`config.mk`:
```
export PLATFORM = sky130hd
export DESIGN_NAME = alarm_set_controller
export DESIGN_NICKNAME = d
export VERILOG_FILES = /design/src/rtl/alarm_set_controller.sv
export SDC_FILE = /design/constraint.sdc
export NUM_CORES = 1
export LEC_CHECK = 0
export CORE_MARGIN = 2
export CORE_UTILIZATION = 40
export CTS_CLUSTER_DIAMETER = 60
export DETAILED_ROUTE_END_ITERATION = 16
export HOLD_SLACK_MARGIN = 0.02
export SYNTH_ARGS = -nofsm -noshare
export SYNTH_HDL_FRONTEND = slang
export SYNTH_SLANG_ARGS = --single-unit
```
`constraint.sdc`:
```
create_clock -name clk -period 2.4 [get_ports clk]
set_input_delay 0.36 -clock clk [delete_from_list [all_inputs] [get_ports clk]]
set_output_delay 0.36 -clock clk [all_outputs]
set_load 0.1 [all_outputs]
```
`src/rtl/alarm_set_controller.sv`:
```
// Alarm time editor: key edge detect, field select, up-key auto-repeat,
// and alarm match/ring timing.
module alarm_set_controller #(
    parameter int HOLD_CYCLES   = 50_000_000,
    parameter int REPEAT_CYCLES = 10_000_000,
    parameter int RING_SECS     = 60,
    parameter int RST_HOUR      = 6
) (
    input  logic       clk,
    input  logic       reset,
    input  logic       tick_1hz,
    input  logic       edit_en,
    input  logic       alarm_en,
    input  logic       left_key,
    input  logic       right_key,
    input  logic       up_key,
    input  logic [4:0] cur_hour,
    input  logic [5:0] cur_min,
    input  logic [5:0] cur_sec,
    output logic [4:0] alarm_hour,
    output logic [5:0] alarm_min,
    output logic [5:0] alarm_sec,
    output logic [1:0] field,
    output logic       ringing
);
    localparam int MAXC = (HOLD_CYCLES > REPEAT_CYCLES) ? HOLD_CYCLES : REPEAT_CYCLES;
    localparam int CW   = $clog2(MAXC + 1);
    localparam int RW   = $clog2(RING_SECS + 1);

    typedef enum logic [1:0] {
        F_SEC  = 2'd0,
        F_MIN  = 2'd1,
        F_HOUR = 2'd2
    } field_e;

    field_e          field_q, field_d;
    logic [4:0]      hour_q, hour_d;
    logic [5:0]      min_q, min_d;
    logic [5:0]      sec_q, sec_d;
    logic            left_q, right_q, up_q;
    logic            rpt_on_q, rpt_on_d;
    logic            rpt_ph_q, rpt_ph_d;
    logic [CW-1:0]   rpt_cnt_q, rpt_cnt_d;
    logic            match_q;
    logic            ringing_q, ringing_d;
    logic [RW-1:0]   ring_cnt_q, ring_cnt_d;

    logic            left_e, right_e, up_e, any_e;
    logic            field_chg, rpt_hit, rpt_fire, inc;
    logic            match, ring_set, ring_clr;
    logic [RW-1:0]   ring_nxt;

    always_comb begin
        left_e  = left_key & ~left_q;
        right_e = right_key & ~right_q;
        up_e    = up_key & ~up_q;
        any_e   = left_e | right_e | up_e;

        field_d = field_q;
        if (edit_en && left_e && !right_e) begin
            unique case (field_q)
                F_SEC:   field_d = F_MIN;
                default: field_d = F_HOUR;
            endcase
        end else if (edit_en && right_e && !left_e) begin
            unique case (field_q)
                F_HOUR:  field_d = F_MIN;
                default: field_d = F_SEC;
            endcase
        end
        field_chg = (field_d != field_q);

        // Phase 0 waits out the initial hold, phase 1 paces the repeats
        rpt_hit  = rpt_ph_q ? (rpt_cnt_q == CW'(REPEAT_CYCLES))
                            : (rpt_cnt_q == CW'(HOLD_CYCLES));
        rpt_fire = rpt_on_q & up_key & edit_en & ~field_chg & rpt_hit;
        inc      = edit_en & (up_e | rpt_fire);

        rpt_on_d  = 1'b0;
        rpt_ph_d  = 1'b0;
        rpt_cnt_d = '0;
        if (edit_en && up_key && !field_chg) begin
            if (up_e) begin
                rpt_on_d  = 1'b1;
                rpt_cnt_d = CW'(1);
            end else if (rpt_on_q) begin
                rpt_on_d = 1'b1;
                if (rpt_hit) begin
                    rpt_ph_d  = 1'b1;
                    rpt_cnt_d = CW'(1);
                end else begin
                    rpt_ph_d  = rpt_ph_q;
                    rpt_cnt_d = rpt_cnt_q + CW'(1);
                end
            end
        end

        // Increment targets the field held before any same-cycle move
        hour_d = hour_q;
        min_d  = min_q;
        sec_d  = sec_q;
        if (inc) begin
            unique case (field_q)
                F_HOUR:  hour_d = (hour_q == 5'd23) ? 5'd0 : hour_q + 5'd1;
                F_MIN:   min_d  = (min_q == 6'd59) ? 6'd0 : min_q + 6'd1;
                default: sec_d  = (sec_q == 6'd59) ? 6'd0 : sec_q + 6'd1;
            endcase
        end

        match    = (cur_hour == hour_q) && (cur_min == min_q) && (cur_sec == sec_q);
        ring_nxt = ring_cnt_q + RW'(1);
        ring_set = match & ~match_q & alarm_en & ~edit_en;
        ring_clr = any_e | ~alarm_en | edit_en |
                   (ringing_q & tick_1hz & (ring_nxt == RW'(RING_SECS)));

        ringing_d  = ring_clr ? 1'b0 : (ring_set | ringing_q);
        ring_cnt_d = ring_cnt_q;
        if (!ringing_d)
            ring_cnt_d = '0;
        else if (ringing_q && tick_1hz)
            ring_cnt_d = ring_nxt;
    end

    always_ff @(posedge clk or negedge reset) begin
        if (!reset) begin
            field_q    <= F_SEC;
            hour_q     <= 5'(RST_HOUR);
            min_q      <= '0;
            sec_q      <= '0;
            left_q     <= 1'b0;
            right_q    <= 1'b0;
            up_q       <= 1'b0;
            rpt_on_q   <= 1'b0;
            rpt_ph_q   <= 1'b0;
            rpt_cnt_q  <= '0;
            match_q    <= 1'b0;
            ringing_q  <= 1'b0;
            ring_cnt_q <= '0;
        end else begin
            field_q    <= field_d;
            hour_q     <= hour_d;
            min_q      <= min_d;
            sec_q      <= sec_d;
            left_q     <= left_key;
            right_q    <= right_key;
            up_q       <= up_key;
            rpt_on_q   <= rpt_on_d;
            rpt_ph_q   <= rpt_ph_d;
            rpt_cnt_q  <= rpt_cnt_d;
            match_q    <= match;
            ringing_q  <= ringing_d;
            ring_cnt_q <= ring_cnt_d;
        end
    end

    assign alarm_hour = hour_q;
    assign alarm_min  = min_q;
    assign alarm_sec  = sec_q;
    assign field      = field_q;
    assign ringing    = ringing_q;

endmodule

```
==> results of run 1 <==
-- state kept, by name (all words and copies together), names as in the netlist, 2 cells and up --
name / cells
field: 2
alarm_sec: 6
alarm_min: 6
alarm_hour: 5
rpt_cnt_q: 26
ring_cnt_q: 6
-- repair_timing --
item                                   CTS  global route
endpoints found under the hold margin   10             0
setup endpoints to repair                0             8
setup buffers                            0             0
hold buffers                             1             0
gates resized for setup                  0             2
-- worst paths after layout --
| path | endpoint | slack (ps) | cells past startpoint |
|---|---|---|---|
| min reg2reg | rpt_cnt_q[20] | 540 | 2 |
| min in group asynchronous | rpt_cnt_q[19] | 550 | 3 |
| max reg2reg | alarm_min[1] | 120 | 9 |
| max | alarm_min[1] | 120 | 9 |
| min | left_q | 520 | 1 |
| max in group asynchronous | alarm_hour[2] | 1530 | 3 |
-- logic make-up (layout without fill, tap and decap cells) --
kind of cell / count (synthesis) / in the layout / synth area share
buffers and inverters: 17 / 99 / 0.0208
XOR/XNOR: 49 / 49 / 0.132
adder cells (fa/ha/maj): 10 / 10 / 0.0385
AO/OA/AOI/OAI: 36 / 36 / 0.0890
AND/OR/NAND/NOR: 151 / 151 / 0.240
multiplexers: 9 / 9 / 0.0312
flip-flops: 58 / 58 / 0.448
-- synth_stat cells (all sizes together) (4+ instances only) --
| cell type | number | area (um2) |
|---|---|---|
| o31ai | 5 | 37.5 |
| xor2 | 36 | 315 |
| nand4 | 11 | 68.8 |
| xnor2 | 13 | 114 |
| nand3 | 20 | 100 |
| and3 | 8 | 50.1 |
| nor2b | 6 | 37.5 |
| o21ai | 8 | 40.0 |
| mux2 | 9 | 101 |
| nor4 | 8 | 50.1 |
| clkbuf | 8 | 30.0 |
| nor2 | 49 | 184 |
| nand2b | 4 | 25.0 |
| inv | 6 | 22.5 |
| ha | 10 | 125 |
| and4 | 4 | 36.3 |
| nand2 | 23 | 86.3 |
| dfrtp | 56 | 1400 |
-- through the flow --
stage               hold slack [ps]  power [mW]
finish                          520        3.60
global route                    518        3.78
CTS                             492        3.64
detailed placement              393        2.68
global placement                392        2.67
floorplan                      64.4        2.29
-- layout make-up --
type	count	area (um2)	share of cell area
clock buffers	12	155	0.0365
well taps	102	128	0.0300
inverters	6	22.5	0.00530
repair buffers	77	661	0.155
multi-input cells	255	1770	0.417
clock inverters	4	50.0	0.0118
flip-flops and latches	58	1460	0.344
-- power by group --
group | switching (mW) | internal [mW] | total [mW] | leakage, nW
sequential | 0.152 | 1.09 | 1.24 | 0.775
combinational | 0.993 | 0.430 | 1.42 | 0.935
clock | 0.403 | 0.535 | 0.937 | 0.0986
total | 1.55 | 2.05 | 3.60 | 1.81
-- layer usage --
layer,share of wire,vias to the layer above,GRT usage
met5,0,-,0
met4,0.0071,0,0.0399
met3,0.032,7,0.0474
met2,0.46,44,0.288
met1,0.50,1239,0.236
li1,-,1328,-
-- worst max-delay path: stages (launching register included) --
cell,delay [ps]
dfrtp_4,480
inv_2,90
ha_4,180
nand2b_1,80
a311oi_2,350
nor4b_2,90
buf_4,150
a21o_2,240
nand2_1,170
mux2_2,350
==> reports/qor.txt, run 1 <==
WS Path Type = flop to flop
Final Non-Filler Cells = 514
Place WS = -30.3 ps
TritonCTS clock tree = yes
Sequential-to-total area share from yosys stat = 0.448
Worst-path clk slew = 70 ps
H-tree level count = 3
Area Growth Syn to Fin = 30.9%
Crit-path max FO = 7
Placed cell areas = 4030 um2
Later-pin clock latency in the skew report = 330 ps
Final GP Congestion = 0.835
Max-slew violation count = 0
Final Hold Vio Count = 0
Syn_nets = 365
Synth Cell Area = 3250 um2
DRC viols = 0
Num Clock Sinks = 58
Mapped Cells = 330
CTS Root Cell = clkbuf_8
Syn Area/Cell = 9.84 um2
Slew headroom = 0.731
Ys Warns = 0
Most used DFF post-synth = dfrtp_1
Status = complete, no violations
PortBufs = 44
Yosys cell types = 50
Crit path DAT = 2490 ps
I/O pin total = 45
Antenna violations before repair = 0
Actual slew at the worst max-slew pin = 404 ps
Post-synth EDFFs = 0
Pwr Density = 846 nW/um2
DRT Pass-1 Iters = 4
Maximum vdd drop = 0.898 mV
Final Setup Violations = 0
Final setup TNS = 0 ps
Ant diodes = 0
Finished Cell Area = 4250 um2
Setup crit start = field[0]
CTS buffer count = 9
Starting Density = 0.416
Die Wd = 94.1 um
Vias per cell = 5.09
Final ANT Viol Nets = 0
Share of cells above drive strength 1 = 0.238
Unrepaired setup endpoints after global routing = true
Initial DRC count = 81
Seq cells post-synth = 58
Max Clock Freq = 439 MHz
Clock Skew = 7.43 ps
Async SR Flop Fraction = 1.00
Filler cell count = 728
First-pass GRT wire length = 12.3 mm
R2r startpoint = field[0]
Num rows = 32
Tot GR Track Use = 0.177
Die Height = 94.1 um
Worst Setup Start Kind = flop
Worst setup EP type = flop
Die ar. = 8850 um2
Post-layout util = 0.545
Tcrit/Tclk final = 0.949
Worst EP required = 2620 ps
Hold Startpoint = left_key
Vias = 2618
HPWL Detailed = 5.14 mm
Routed wire length = 7.21 mm
Final worst slack = 122 ps
Lkg Pwr = 1.81 nW
CTS max path bufs = 2
Via count of the first global-routing pass = 2656
Max_cap viols = 0
Minimum clock period = 2280 ps
Largest net degree at the start of global routing = 59
Total gr overflow = 0
DP Cell Count = 497
Core area = 7810 um2
Hold crit path type = input port to flop
Most common cell after layout, fill and taps aside = dfrtp_1
Mean routed wirelength per cell = 14.0 um
Most frequent cells in the layout = dfrtp_1 (52), buf_4 (50), nor2_1 (48)
Final #Nets = 442
(Power assumes the default switching activity.)
==> run 2: changes to the inputs <==
--- a/config.mk
+++ b/config.mk
@@ -10,6 +10,7 @@
 export CTS_CLUSTER_DIAMETER = 60
 export DETAILED_ROUTE_END_ITERATION = 16
 export HOLD_SLACK_MARGIN = 0.02
+export PLACE_DENSITY = 0.71
 export SYNTH_ARGS = -nofsm -noshare
 export SYNTH_HDL_FRONTEND = slang
 export SYNTH_SLANG_ARGS = --single-unit
==> run 2 against run 1 <==
- worst hold slack lost 460 ps
- count of clock-buffer cells in the layout is 1 lower
- register-to-register slack worse by 50 ps
- cell area up 1.1%
- maximum frequency shrank 2.0%
- via count is 5.0% higher
- clock skew up 1.2 ps
- final cell count is 0.58% lower
- flip-flop and latch count unchanged
- sequential power is essentially flat
- global-route usage hardly changed
- largest power group unchanged
==> reports/qor.txt, run 2 (synthesis results as in run 1) <==
R2r startpoint = field[1]
Worst EP required = 2660 ps (+40 ps)
CTS Root Cell = clkbuf_8
Crit path DAT = 2580 ps (+90 ps)
Maximum vdd drop = 0.751 mV (-16%)
Lkg Pwr = 1.83 nW (+0.97%)
Slew headroom = 0.541 (-0.190)
Largest register FFs = 26 (unchanged)
Cell family with most CP delay = simple AND/OR/NAND/NOR gates
Starting Density = 0.416 (unchanged)
Final Hold Vio Count = 0 (unchanged)
Status = complete, no violations
Largest net degree at the start of global routing = 30 (-49%)
Reg2reg end = alarm_sec[5]
Worst setup EP type = flop
Worst R2R Path Depth = 9 (unchanged)
Initial DRC count = 88 (+8.6%)
CTS buffer count = 9 (unchanged)
FF/Latch Area = 1460 um2 (unchanged)
TritonCTS clock tree = yes
Clock Skew = 8.59 ps (+1.16 ps)
Finished Cell Area = 4300 um2 (+1.1%)
Reg2Reg Setup Slack = 70 ps (-50 ps)
Tot GR Track Use = 0.177 (+0.000351)
Most common cell after layout, fill and taps aside = dfrtp_1
Tcrit/Tclk final = 0.969 (+0.0197)
H-tree level count = 3 (unchanged)
Max Clock Freq = 430 MHz (-2.0%)
Place WS = -91.6 ps (-61.2 ps)
Routed wire length = 7.38 mm (+2.4%)
Setup crit start = field[1]
Die ar. = 8850 um2 (unchanged)
Max incr delay on CP = 530 ps (+50 ps)
Post-layout util = 0.550 (+0.00577)
Final #Nets = 439 (-0.68%)
Slowest-stage cell, CP = dfrtp_4
Minimum clock period = 2330 ps (+47.3 ps)
Via count of the first global-routing pass = 2680 (+0.90%)
Worst-path clk slew = 70 ps (about the same)
DRT Pass-1 Iters = 4 (unchanged)
Actual slew at the worst max-slew pin = 688 ps (+284 ps)
Filler cell count = 687 (-5.6%)
WS Path Type = flop to flop
Num Clock Sinks = 58 (unchanged)
Hold crit path type = input port to asynchronous set/reset pin
HPWL Detailed = 5.32 mm (+3.5%)
Critical path buffer and inverter count = 2 (unchanged)
Die Wd = 94.1 um (unchanged)
Final Setup Violations = 0 (unchanged)
Final GP Congestion = 0.837 (+0.32%)
Later-pin clock latency in the skew report = 340 ps (about the same)
Share of cells above drive strength 1 = 0.237 (-0.000700)
Multi-input gate area = 1790 um2 (+1.1%)
Core area = 7810 um2 (unchanged)
Vias = 2749 (+5.0%)
PortBufs = 44 (unchanged)
DRC viols = 0 (unchanged)
Biggest register = rpt_cnt_q
Vias per cell = 5.38 (+5.6%)
Max-slew violation count = 0 (unchanged)
Num rows = 32 (unchanged)
Placed cell areas = 3990 um2 (-0.87%)
First-pass GRT wire length = 12.3 mm (unchanged)
Die Height = 94.1 um (unchanged)
Final worst slack = 75.0 ps (-47.3 ps)
Mean routed wirelength per cell = 14.4 um (+3.0%)
I/O pin total = 45 (unchanged)
Total gr overflow = 0 (unchanged)
Ant diodes = 0 (unchanged)
Hold slack = 62.3 ps (-458 ps)
Total power = 3.92 mW (+8.9%)
Antenna violations before repair = 0 (unchanged)
Pwr Density = 912 nW/um2 (+7.8%)
Worst Setup Start Kind = flop
Max_cap viols = 0 (unchanged)
Crit-path max FO = 7 (unchanged)
Final ANT Viol Nets = 0 (unchanged)
CTS max path bufs = 2 (unchanged)
Area Growth Syn to Fin = 32.3%
Most frequent cells in the layout = dfrtp_1 (52), buf_4 (49), nor2_1 (48)
Cells along the critical path = inv_4 > ha_4 > and3b_2 > nor4_4 > nor4b_2 > buf_4 > a21oi_2 > or4_1 > o21ai_1
run 2: cell types whose count changed in the layout (fill, tap and decap cells not counted), sizes merged:
cell / change
bufinv: +3
clkbuf: -1
clkinvlp: -2
buf: -2
dlygate4sd3: -1
run 2: worst register-to-register path, stage by stage (launching register included):
cell and delay [ps]:
dfrtp_4 530, inv_4 90, ha_4 150, and3b_2 200, nor4_4 60, nor4b_2 290, buf_4 170, a21oi_2 90
or4_1 520, o21ai_1 140
run 2: area by class of cell:
class	count	share of cell area
clock buffers	11	0.0329
repair buffers	74	0.145
inverters	6	0.00582
clock inverters	5	0.0291
well taps	102	0.0297
flip-flops and latches	58	0.341
multi-input cells	255	0.417
run 2: stage by stage:
stage | TNS [ps] | cells
global placement | -64.9 | 494
CTS | 0 | 510
global route | -9.18 | 511
floorplan | 0 | 330
detailed placement | -99.8 | 494
finish | 0 | 511
run 2: metal layers:
layer | share of wire | vias to the layer above | track usage
met5 | 0 | - | 0
li1 | - | 1320 | -
met3 | 0.038 | 10 | 0.0321
met1 | 0.46 | 1345 | 0.230
met2 | 0.49 | 74 | 0.292
met4 | 0.013 | 0 | 0.0713
run 2: timing repair:
item / in CTS / in global routing
hold buffers: 0 / 0
resized for setup: 0 / 6
buffers inserted: 0 / 1
setup endpoints to repair: 0 / 33
run 2: where the power goes:
part           switching [mW]  total, mW  internal (mW)  leakage [nW]
registers               0.160       1.25           1.09         0.775
clock network           0.398       1.22          0.822         0.134
logic                    1.01       1.45          0.444         0.918
run 2: how the worst max path moves through the flow:
| stage | to | slack, ps | cells past startpoint |
|---|---|---|---|
| after floorplan | rpt_cnt_q[14] | 30 | 10 |
| after global placement | alarm_sec[5] | -60 | 8 |
| after detailed placement | alarm_sec[5] | -90 | 8 |
| after CTS | alarm_sec[5] | 40 | 9 |
| after global routing | alarm_sec[5] | -9 | 9 |
| final | alarm_sec[5] | 70 | 9 |
